===== src/rtl/pipe_hazard_ctrl.sv =====
// Stall/flush controller for the 5-stage miniRV pipeline: load-use bubbles, redirect squashes,
// dmem wait freezing with timeout, plus saturating retire/stall counters.
module pipe_hazard_ctrl #(
    parameter int unsigned CNT_W   = 32,
    parameter int unsigned TIMEOUT = 16
) (
    input  logic             clk_i,
    input  logic             rst_i,
    input  logic [4:0]       id_rs1_i,
    input  logic [4:0]       id_rs2_i,
    input  logic             id_rs1_used_i,
    input  logic             id_rs2_used_i,
    input  logic [4:0]       ex_wR_i,
    input  logic             ex_rf_we_i,
    input  logic             ex_is_load_i,
    input  logic             ex_redirect_i,
    input  logic             mem_req_i,
    input  logic             dmem_ready_i,
    input  logic             wb_null_i,
    input  logic             clr_cnt_i,
    output logic             pc_stall_o,
    output logic             ifid_stall_o,
    output logic             ifid_flush_o,
    output logic             idex_stall_o,
    output logic             idex_flush_o,
    output logic             exmem_stall_o,
    output logic             memwb_null_o,
    output logic [1:0]       state_o,
    output logic             err_o,
    output logic [CNT_W-1:0] retire_cnt_o,
    output logic [CNT_W-1:0] stall_cnt_o
);

    typedef enum logic [1:0] {
        StRun     = 2'd0,
        StMemWait = 2'd1,
        StErr     = 2'd2
    } state_e;

    localparam logic [7:0]       WaitLast = 8'(TIMEOUT - 1);
    localparam logic [CNT_W-1:0] CntMax   = {CNT_W{1'b1}};

    state_e           state_q, state_d;
    logic [7:0]       wait_q, wait_d;
    logic             err_q, err_d;
    logic [CNT_W-1:0] retire_q, retire_d;
    logic [CNT_W-1:0] stall_q, stall_d;

    logic load_use;
    logic freeze;

    // x0 is never a real producer, so it cannot create a hazard.
    assign load_use = ex_is_load_i && ex_rf_we_i && (ex_wR_i != 5'd0) &&
                      ((id_rs1_used_i && (id_rs1_i == ex_wR_i)) ||
                       (id_rs2_used_i && (id_rs2_i == ex_wR_i)));

    assign freeze = ((state_q == StRun) && mem_req_i && !dmem_ready_i) ||
                    ((state_q == StMemWait) && !dmem_ready_i) ||
                    (state_q == StErr);

    always_comb begin
        pc_stall_o    = 1'b0;
        ifid_stall_o  = 1'b0;
        ifid_flush_o  = 1'b0;
        idex_stall_o  = 1'b0;
        idex_flush_o  = 1'b0;
        exmem_stall_o = 1'b0;
        memwb_null_o  = 1'b0;
        if (rst_i) begin
            memwb_null_o = 1'b1;
        end else if (freeze) begin
            pc_stall_o    = 1'b1;
            ifid_stall_o  = 1'b1;
            idex_stall_o  = 1'b1;
            exmem_stall_o = 1'b1;
            memwb_null_o  = 1'b1;
        end else if (state_q == StRun) begin
            // A redirect makes the ID instruction wrong-path, so it beats load-use.
            if (ex_redirect_i) begin
                ifid_flush_o = 1'b1;
                idex_flush_o = 1'b1;
            end else if (load_use) begin
                pc_stall_o   = 1'b1;
                ifid_stall_o = 1'b1;
                idex_flush_o = 1'b1;
            end
        end
    end

    always_comb begin
        state_d = state_q;
        wait_d  = wait_q;
        err_d   = err_q;
        unique case (state_q)
            StRun: begin
                if (mem_req_i && !dmem_ready_i) begin
                    state_d = StMemWait;
                    wait_d  = 8'd1;
                end
            end
            StMemWait: begin
                if (dmem_ready_i) begin
                    state_d = StRun;
                    wait_d  = 8'd0;
                end else if (wait_q == WaitLast) begin
                    state_d = StErr;
                    err_d   = 1'b1;
                end else begin
                    wait_d = wait_q + 8'd1;
                end
            end
            StErr: begin
                err_d = 1'b1;
            end
            default: begin
                state_d = StErr;
                err_d   = 1'b1;
            end
        endcase
    end

    always_comb begin
        retire_d = retire_q;
        stall_d  = stall_q;
        if (clr_cnt_i) begin
            retire_d = '0;
            stall_d  = '0;
        end else begin
            if (!wb_null_i && (retire_q != CntMax)) begin
                retire_d = retire_q + 1'b1;
            end
            if (pc_stall_o && (stall_q != CntMax)) begin
                stall_d = stall_q + 1'b1;
            end
        end
    end

    always_ff @(posedge clk_i) begin
        if (rst_i) begin
            state_q  <= StRun;
            wait_q   <= 8'd0;
            err_q    <= 1'b0;
            retire_q <= '0;
            stall_q  <= '0;
        end else begin
            state_q  <= state_d;
            wait_q   <= wait_d;
            err_q    <= err_d;
            retire_q <= retire_d;
            stall_q  <= stall_d;
        end
    end

    assign state_o      = state_q;
    assign err_o        = err_q;
    assign retire_cnt_o = retire_q;
    assign stall_cnt_o  = stall_q;

endmodule


===== config.mk =====
export PLATFORM = sky130hd
export DESIGN_NAME = pipe_hazard_ctrl
export DESIGN_NICKNAME = d
export VERILOG_FILES = /design/src/rtl/pipe_hazard_ctrl.sv
export SDC_FILE = /design/constraint.sdc
export NUM_CORES = 1
export LEC_CHECK = 0
export ABC_CLOCK_PERIOD_IN_PS = 2200
export CAP_MARGIN = 30
export CORE_ASPECT_RATIO = 1.5
export CORE_MARGIN = 4
export CORE_UTILIZATION = 33
export CTS_BUF_LIST = sky130_fd_sc_hd__clkbuf_8 sky130_fd_sc_hd__clkbuf_16
export CTS_CLUSTER_SIZE = 10
export DETAILED_ROUTE_END_ITERATION = 16
export PLACE_DENSITY_LB_ADDON = 0.1
export RECOVER_POWER = 100
export SKIP_CTS_REPAIR_TIMING = 1
export SLEW_MARGIN = 25
export SYNTH_ARGS = -nofsm -noshare
export SYNTH_HDL_FRONTEND = slang
export SYNTH_SLANG_ARGS = --single-unit

===== constraint.sdc =====
create_clock -name clk_i -period 2.2 [get_ports clk_i]
set_clock_uncertainty 0.2 [all_clocks]
set_input_delay 0.22 -clock clk_i [delete_from_list [all_inputs] [get_ports clk_i]]
set_output_delay 0.22 -clock clk_i [all_outputs]
set_load 0.03 [all_outputs]

==> impl_results.md, run 1 <==
- Status: finished, violations left
- Failing checks: setup timing
- Max Clk Rate: between 400 and 500 MHz
- Mapped Area: 3750 sq um
- Worst Path Max Fanout: 18
- Sink Count: 75
- Avg Cell Area, Syn: 8.31 sq um
- Port buffer count: 99
- First-pass GRT wire length: between 15000 and 20000 um
- Combinational group share of total power: 0.074
- Clock slew at reported path FFs: 60 ps
- Final Cycle Share: 1.05
- # IOs: 100
- RSZ-0062 raised after global routing: yes
- Switching pwr: 0.669 mW
- Setup crit end kind: register
- Headroom to the max-slew limit: 0.764
- CTS root buf: clkbuf_16
- Initial drt markers: 74
- EDFF count, synth: 0
- Worst-Skew Late Latency: 330 ps
- Power after layout: between 2 and 3 mW
- Number of antenna violations at the first check in global routing: 0
- Pwr per Cell Area: 483 nW/um^2
- Register area share after synthesis: 0.401
- Final setup viols: 38
- H-tree levels: 3
- #FFs+latches synth: 75
- Number of synthesis warnings: 0
- DR WL/cell: 13.6 um
- Worst setup margin: -106 ps
- Total grt overflow: 0
- Startpoint Class: register
- Sequential group share of total power: 0.452
- Final Instance Area: 6190 sq um
- Sw Ratio: 0.224
- Vias: 3851
- Cell variety after synth: between 40 and 50
- Starting density of the core: 0.339
- Num CTS Buffers: 9
- Min Clock Period, post-route: ~2300 ps
- Data required, critical path: 2220 ps
- WL final: 10700 um
- Vias in the first global route: 3832
- Clock Tree Buf Depth: 2
- Primary FF master, synth: dfxtp_1
- Clk pwr share: 0.473
- Fillcell total: 1079
- Pint: 2.32 mW
- Post-Syn Instances: between 400 and 500
- # rows: 47
- Synth Net Count: 480
- Nets@finish: approximately 670
- Final Max Tran Viols: 0
- Fin. Hold Viols: 0
- RePlAce Congestion: 0.793
- Die Footprint: 13200 sq um
- DRT Pass-1 Iters: 4
- VDD IR max: 0.370 mV
- Largest net degree at the start of global routing: 65
- Asr flop ratio synth: 0
- HPWL Detailed: ~7900 um
- DRC violations left: 0
- Share of cells above drive strength 1: 0.316
- MaxCap Viol Count: 0
- Data arrival, critical path: 2320 ps
- WS Path Type: register to register
- Slew of the pin with the lowest slew margin: 345 ps
- Hold Crit Class: register to register
- Synthesis-to-layout area growth: 65.3%
- Global Route Usage Sum: 0.161
- Clock tree from TritonCTS: built
- Final ANT Viol Nets: 0
- Leakage: between 2 and 3 nW
- Placed cell area: 5660 sq um
- DR vias/cell: 4.87
- Core Area: 11100 sq um
- Die X: 95.0 um
- # diodes: 0
- Die Y: 139 um
==> power groups by stage <==
| stage | clock (mW) | combinational [mW] | sequential, mW |
|---|---|---|---|
| global placement | 0 | 0.211 | 1.38 |
| floorplan | 0 | 0.100 | 1.39 |
| detailed placement | 0 | 0.213 | 1.38 |
| finish | 1.42 | 0.222 | 1.35 |
| global route | 1.53 | 0.238 | 1.35 |
| CTS | 1.47 | 0.214 | 1.35 |
==> state kept, by name (all words and copies together), names as in the netlist <==
register      count
err_o             1
state_o           2
stall_cnt_o      32
retire_cnt_o     32
wait_q            8
==> cells in the final DEF, fill, tap and decap left out, types with 3 or more instances in the layout <==
| master | instances |
|---|---|
| buf_4 | 88 |
| nor2_1 | 70 |
| dlygate4sd3_1 | 67 |
| xor2_1 | 35 |
| dfxtp_2 | 34 |
| dfxtp_1 | 29 |
| nand4_1 | 28 |
| nand2_1 | 26 |
| xnor2_1 | 25 |
| nand3_2 | 18 |
| a21oi_1 | 17 |
| clkdlybuf4s50_1 | 17 |
| and3_1 | 15 |
| or3_1 | 14 |
| dfxtp_4 | 12 |
| inv_1 | 10 |
| o21ai_0 | 10 |
| clkbuf_16 | 9 |
| clkbuf_1 | 9 |
| nand3_1 | 8 |
| dlymetal6s2s_1 | 8 |
| nor2b_1 | 6 |
| nor4_1 | 5 |
| mux2i_1 | 5 |
| and4_1 | 5 |
| o21ai_1 | 5 |
| nor3_2 | 3 |
| nor2_2 | 3 |
| nor3_4 | 3 |
| and2_1 | 3 |
| buf_6 | 3 |
==> kinds of logic after synthesis <==
| logic type | after synthesis | share of synthesized area |
|---|---|---|
| compound gates | 46 | 0.0715 |
| simple gates | 231 | 0.324 |
| fa+ha+maj | 3 | 0.0100 |
| flops | 75 | 0.401 |
| xor+xnor | 62 | 0.145 |
| mux | 5 | 0.0134 |
| buf+inv | 29 | 0.0361 |
==> Yosys cell counts (4+ instances only) <==
master | number | area [sq um]
inv_1 | 9 | 33.8
and4_1 | 5 | 43.8
xnor2_1 | 26 | 228
o21ai_0 | 10 | 50.1
mux2i_1 | 5 | 50.1
or3_1 | 14 | 87.6
nand4_1 | 28 | 175
nor4_1 | 6 | 37.5
or2_2 | 4 | 25.0
nand2_1 | 28 | 105
xor2_1 | 36 | 315
a21oi_1 | 18 | 90.1
nor2b_1 | 7 | 43.8
nor2_1 | 74 | 278
and3_1 | 15 | 93.8
o21ai_1 | 5 | 25.0
clkbuf_1 | 10 | 37.5
dfxtp_1 | 75 | 1500
nand3_1 | 23 | 115
nor3_1 | 7 | 35.0
==> critical path: stages (launching register included) <==
cell	delay (ps)
dfxtp_4	350
nand4_4	110
or4_4	540
or4_4	480
buf_12	190
nand3_2	80
xor2_1	180
nor2_1	50
==> per-stage QoR <==
| step | TNS [ps] | hold slack (ps) | std cells | utilization | setup WS (ps) |
|---|---|---|---|---|---|
| floorplan | -2440 | 234 | 451 | - | -135 |
| finish | -2080 | 246 | 790 | 0.560 | -106 |
| global route | -6490 | 283 | 790 | 0.560 | -190 |
| detailed placement | -13700 | 247 | 766 | 0.512 | -489 |
| CTS | -7180 | 255 | 782 | 0.538 | -417 |
| global placement | -11720 | 239 | 766 | 0.512 | -389 |
==> area by class of cell <==
type,count,area (sq um),area share
clock buffer,9,225,0.0364
inverter,9,33.8,0.00545
clock inverter,7,60.1,0.00970
sequential,75,1590,0.257
tap,147,184,0.0297
multi-input combinational,347,2380,0.384
timing repair buffer,196,1720,0.278
==> metal layers <==
| metal | GRT usage | vias to the layer above | wire, um |
|---|---|---|---|
| met5 | 0 | - | 0 |
| met2 | 0.291 | 69 | 5740 |
| met3 | 0.0386 | 10 | 475 |
| li1 | - | 1953 | - |
| met4 | 0.0570 | 0 | 139 |
| met1 | 0.180 | 1819 | 4370 |
==> final timing paths <==
kind	slack, ps	cells past startpoint	to	from
min reg2reg	250	2	err_o	err_o
min	250	2	err_o	err_o
max	-110	7	stall_cnt_o[23]	stall_cnt_o[13]
max reg2reg	-110	7	stall_cnt_o[23]	stall_cnt_o[13]
Power figures use the tool's default switching activity.
==> inputs of run 2 (changes only) <==
GPL_TIMING_DRIVEN = 0   (was unset)
==> impl_results.md, run 2 (synthesis gave the netlist of run 1 again) <==
- Num CTS Buffers: 9 (unchanged)
- Most frequent cells in the layout: nor2_1 (68), clkdlybuf4s50_1 (57), xor2_1 (36), dfxtp_2 (34), buf_4 (30) (was buf_4 (88), nor2_1 (70), dlygate4sd3_1 (67), xor2_1 (35), dfxtp_2 (34))
- Worst setup margin: -198 ps (was -106 ps)
- Global Route Usage Sum: 0.155 (was 0.161)
- Total grt overflow: 0 (unchanged)
- Area occupied by multi-input gates: 2510 sq um (was 2380 sq um)
- Core Area: 11100 sq um (unchanged)
- Hold Path Stages: 3 (was 2)
- DRC violations left: 0 (unchanged)
- Setup crit end kind: register (unchanged)
- Pwr per Cell Area: 498 nW/um^2 (was 483 nW/um^2)
- # IOs: 100 (unchanged)
- Slew of the pin with the lowest slew margin: 660 ps (was 345 ps)
- Max Clk Rate: 417 MHz (was 434 MHz)
- Clock Tree Buf Depth: 2 (unchanged)
- Data arrival, critical path: 2400 ps (was 2320 ps)
- First-pass GRT wire length: 16500 um (was 17200 um)
- Vias: 3715 (was 3851)
- Final Max Tran Viols: 0 (unchanged)
- MaxCap Viol Count: 0 (unchanged)
- Worst Path Max Fanout: 6 (was 18)
- Final setup viols: 50 (was 38)
- Hold Crit Class: primary input to register (was register to register)
- Number of antenna violations at the first check in global routing: 0 (unchanged)
- WL final: 10800 um (was 10700 um)
- Worst Reg2Reg Path Length in Cells: 7 (unchanged)
- DR WL/cell: 14.6 um (was 13.6 um)
- GR Util met1: 0.188 (was 0.180)
- Worst-Skew Late Latency: 330 ps (about the same)
- CTS root buf: clkbuf_16 (unchanged)
- Placed cell area: 5130 sq um (was 5660 sq um)
- Largest net degree at the start of global routing: 14 (was 65)
- Initial drt markers: 96 (was 74)
- Power after layout: 3.02 mW (was 2.99 mW)
- Fin. Hold Viols: 0 (unchanged)
- Final ANT Viol Nets: 0 (unchanged)
- Share of cells above drive strength 1: 0.304 (was 0.316)
- Placed instance count: 697 (was 766)
- Clock tree from TritonCTS: built (unchanged)
- Vias in the first global route: 3352 (was 3832)
- Headroom to the max-slew limit: 0.560 (was 0.764)
- Port buffer count: 99 (unchanged)
- Clock slew at reported path FFs: 60 ps (about the same)
- GR Util met3: 0.0408 (was 0.0386)
- GRT met2 Usage: 0.263 (was 0.291)
- # rows: 47 (unchanged)
- WS Path Type: register to register (unchanged)
- Failing checks: setup timing (unchanged)
- Die X: 95.0 um (unchanged)
- HPWL Detailed: 7530 um (was 7900 um)
- DR vias/cell: 4.99 (was 4.87)
- Die Footprint: 13200 sq um (unchanged)
- Grt peak-use layer: met2 (unchanged)
- Synthesis-to-layout area growth: 61.7% (was 65.3%)
- Nets@finish: 622 (was 667)
- DRT Pass-1 Iters: 4 (unchanged)
- Startpoint Class: register (unchanged)
- H-tree levels: 3 (unchanged)
- Starting density of the core: 0.339 (unchanged)
- # diodes: 0 (unchanged)
- FF+latch area: 1590 sq um (about the same)
- Die Y: 139 um (unchanged)
- RePlAce Congestion: 0.827 (was 0.793)
- Most common cell after layout, fill and taps aside: nor2_1 (was buf_4)
- Leakage: 2.29 nW (was 2.54 nW)
- Min Clock Period, post-route: 2400 ps (was 2310 ps)
- Fillcell total: 1049 (was 1079)
- Status: finished, violations left (unchanged)
- Sink Count: 75 (unchanged)
- Non-Filler Instances: 745 (was 790)
- Final Cycle Share: 1.09 (was 1.05)
- Final Instance Area: 6060 sq um (was 6190 sq um)
- Data required, critical path: 2200 ps (was 2220 ps)
- VDD IR max: 0.386 mV (was 0.370 mV)
- RSZ-0062 raised after global routing: yes (unchanged)
## run 2: changes by cell type in the layout (fill, tap and decap cells not counted), sizes merged
cell and delta:
clkinv -1, dlymetal6s2s +4, buf -48, or4 +1, inv +1, clkdlybuf4s50 +40, dlygate4sd3 -42
## run 2: layout make-up
class,instances,share of cell area
repair buffers,133,0.215
flip-flops and latches,75,0.263
multi-input cells,348,0.415
inverters,9,0.00558
plain buffers,17,0.0244
well taps,147,0.0304
clock buffers,9,0.0372
clock inverters,7,0.00991
## run 2: stage by stage
step,hold slack (ps),setup TNS (ps),setup WS (ps),util
2_1_floorplan,234,-2440,-135,-
3_3_place_gp,236,-21770,-980,0.464
3_5_place_dp,240,-23110,-994,0.464
4_1_cts,248,-14860,-994,0.490
5_1_grt,142,-10000,-266,0.548
6_report,132,-5420,-198,0.548
## run 2: worst paths after layout
check | slack, ps | to | start
setup reg to reg | -200 | stall_cnt_o[11] | stall_cnt_o[10]
setup / recovery | -200 | stall_cnt_o[11] | stall_cnt_o[10]
hold / removal | 130 | state_o[0] | mem_req_i
hold reg to reg | 250 | err_o | err_o
## run 2: worst max-delay path: stages, from the launching register on
cell       delay, ps
dfxtp_4          380
nand4_4          130
or4_4            510
or4_4            570
clkbuf_16        190
nand4_1           90
xor2_1           150
nor2_1            50
## run 2: layer usage
metal / up-vias / part of all wire
li1: 1873 / -
met1: 1742 / 0.41
met2: 92 / 0.52
met3: 8 / 0.055
met4: 0 / 0.010
met5: - / 0
## run 2: power by group
| part | total (mW) | internal [mW] | switching, mW |
|---|---|---|---|
| clock | 1.43 | 0.866 | 0.566 |
| sequential | 1.35 | 1.35 | 0.00729 |
| combinational | 0.229 | 0.115 | 0.115 |
| total | 3.02 | 2.33 | 0.688 |
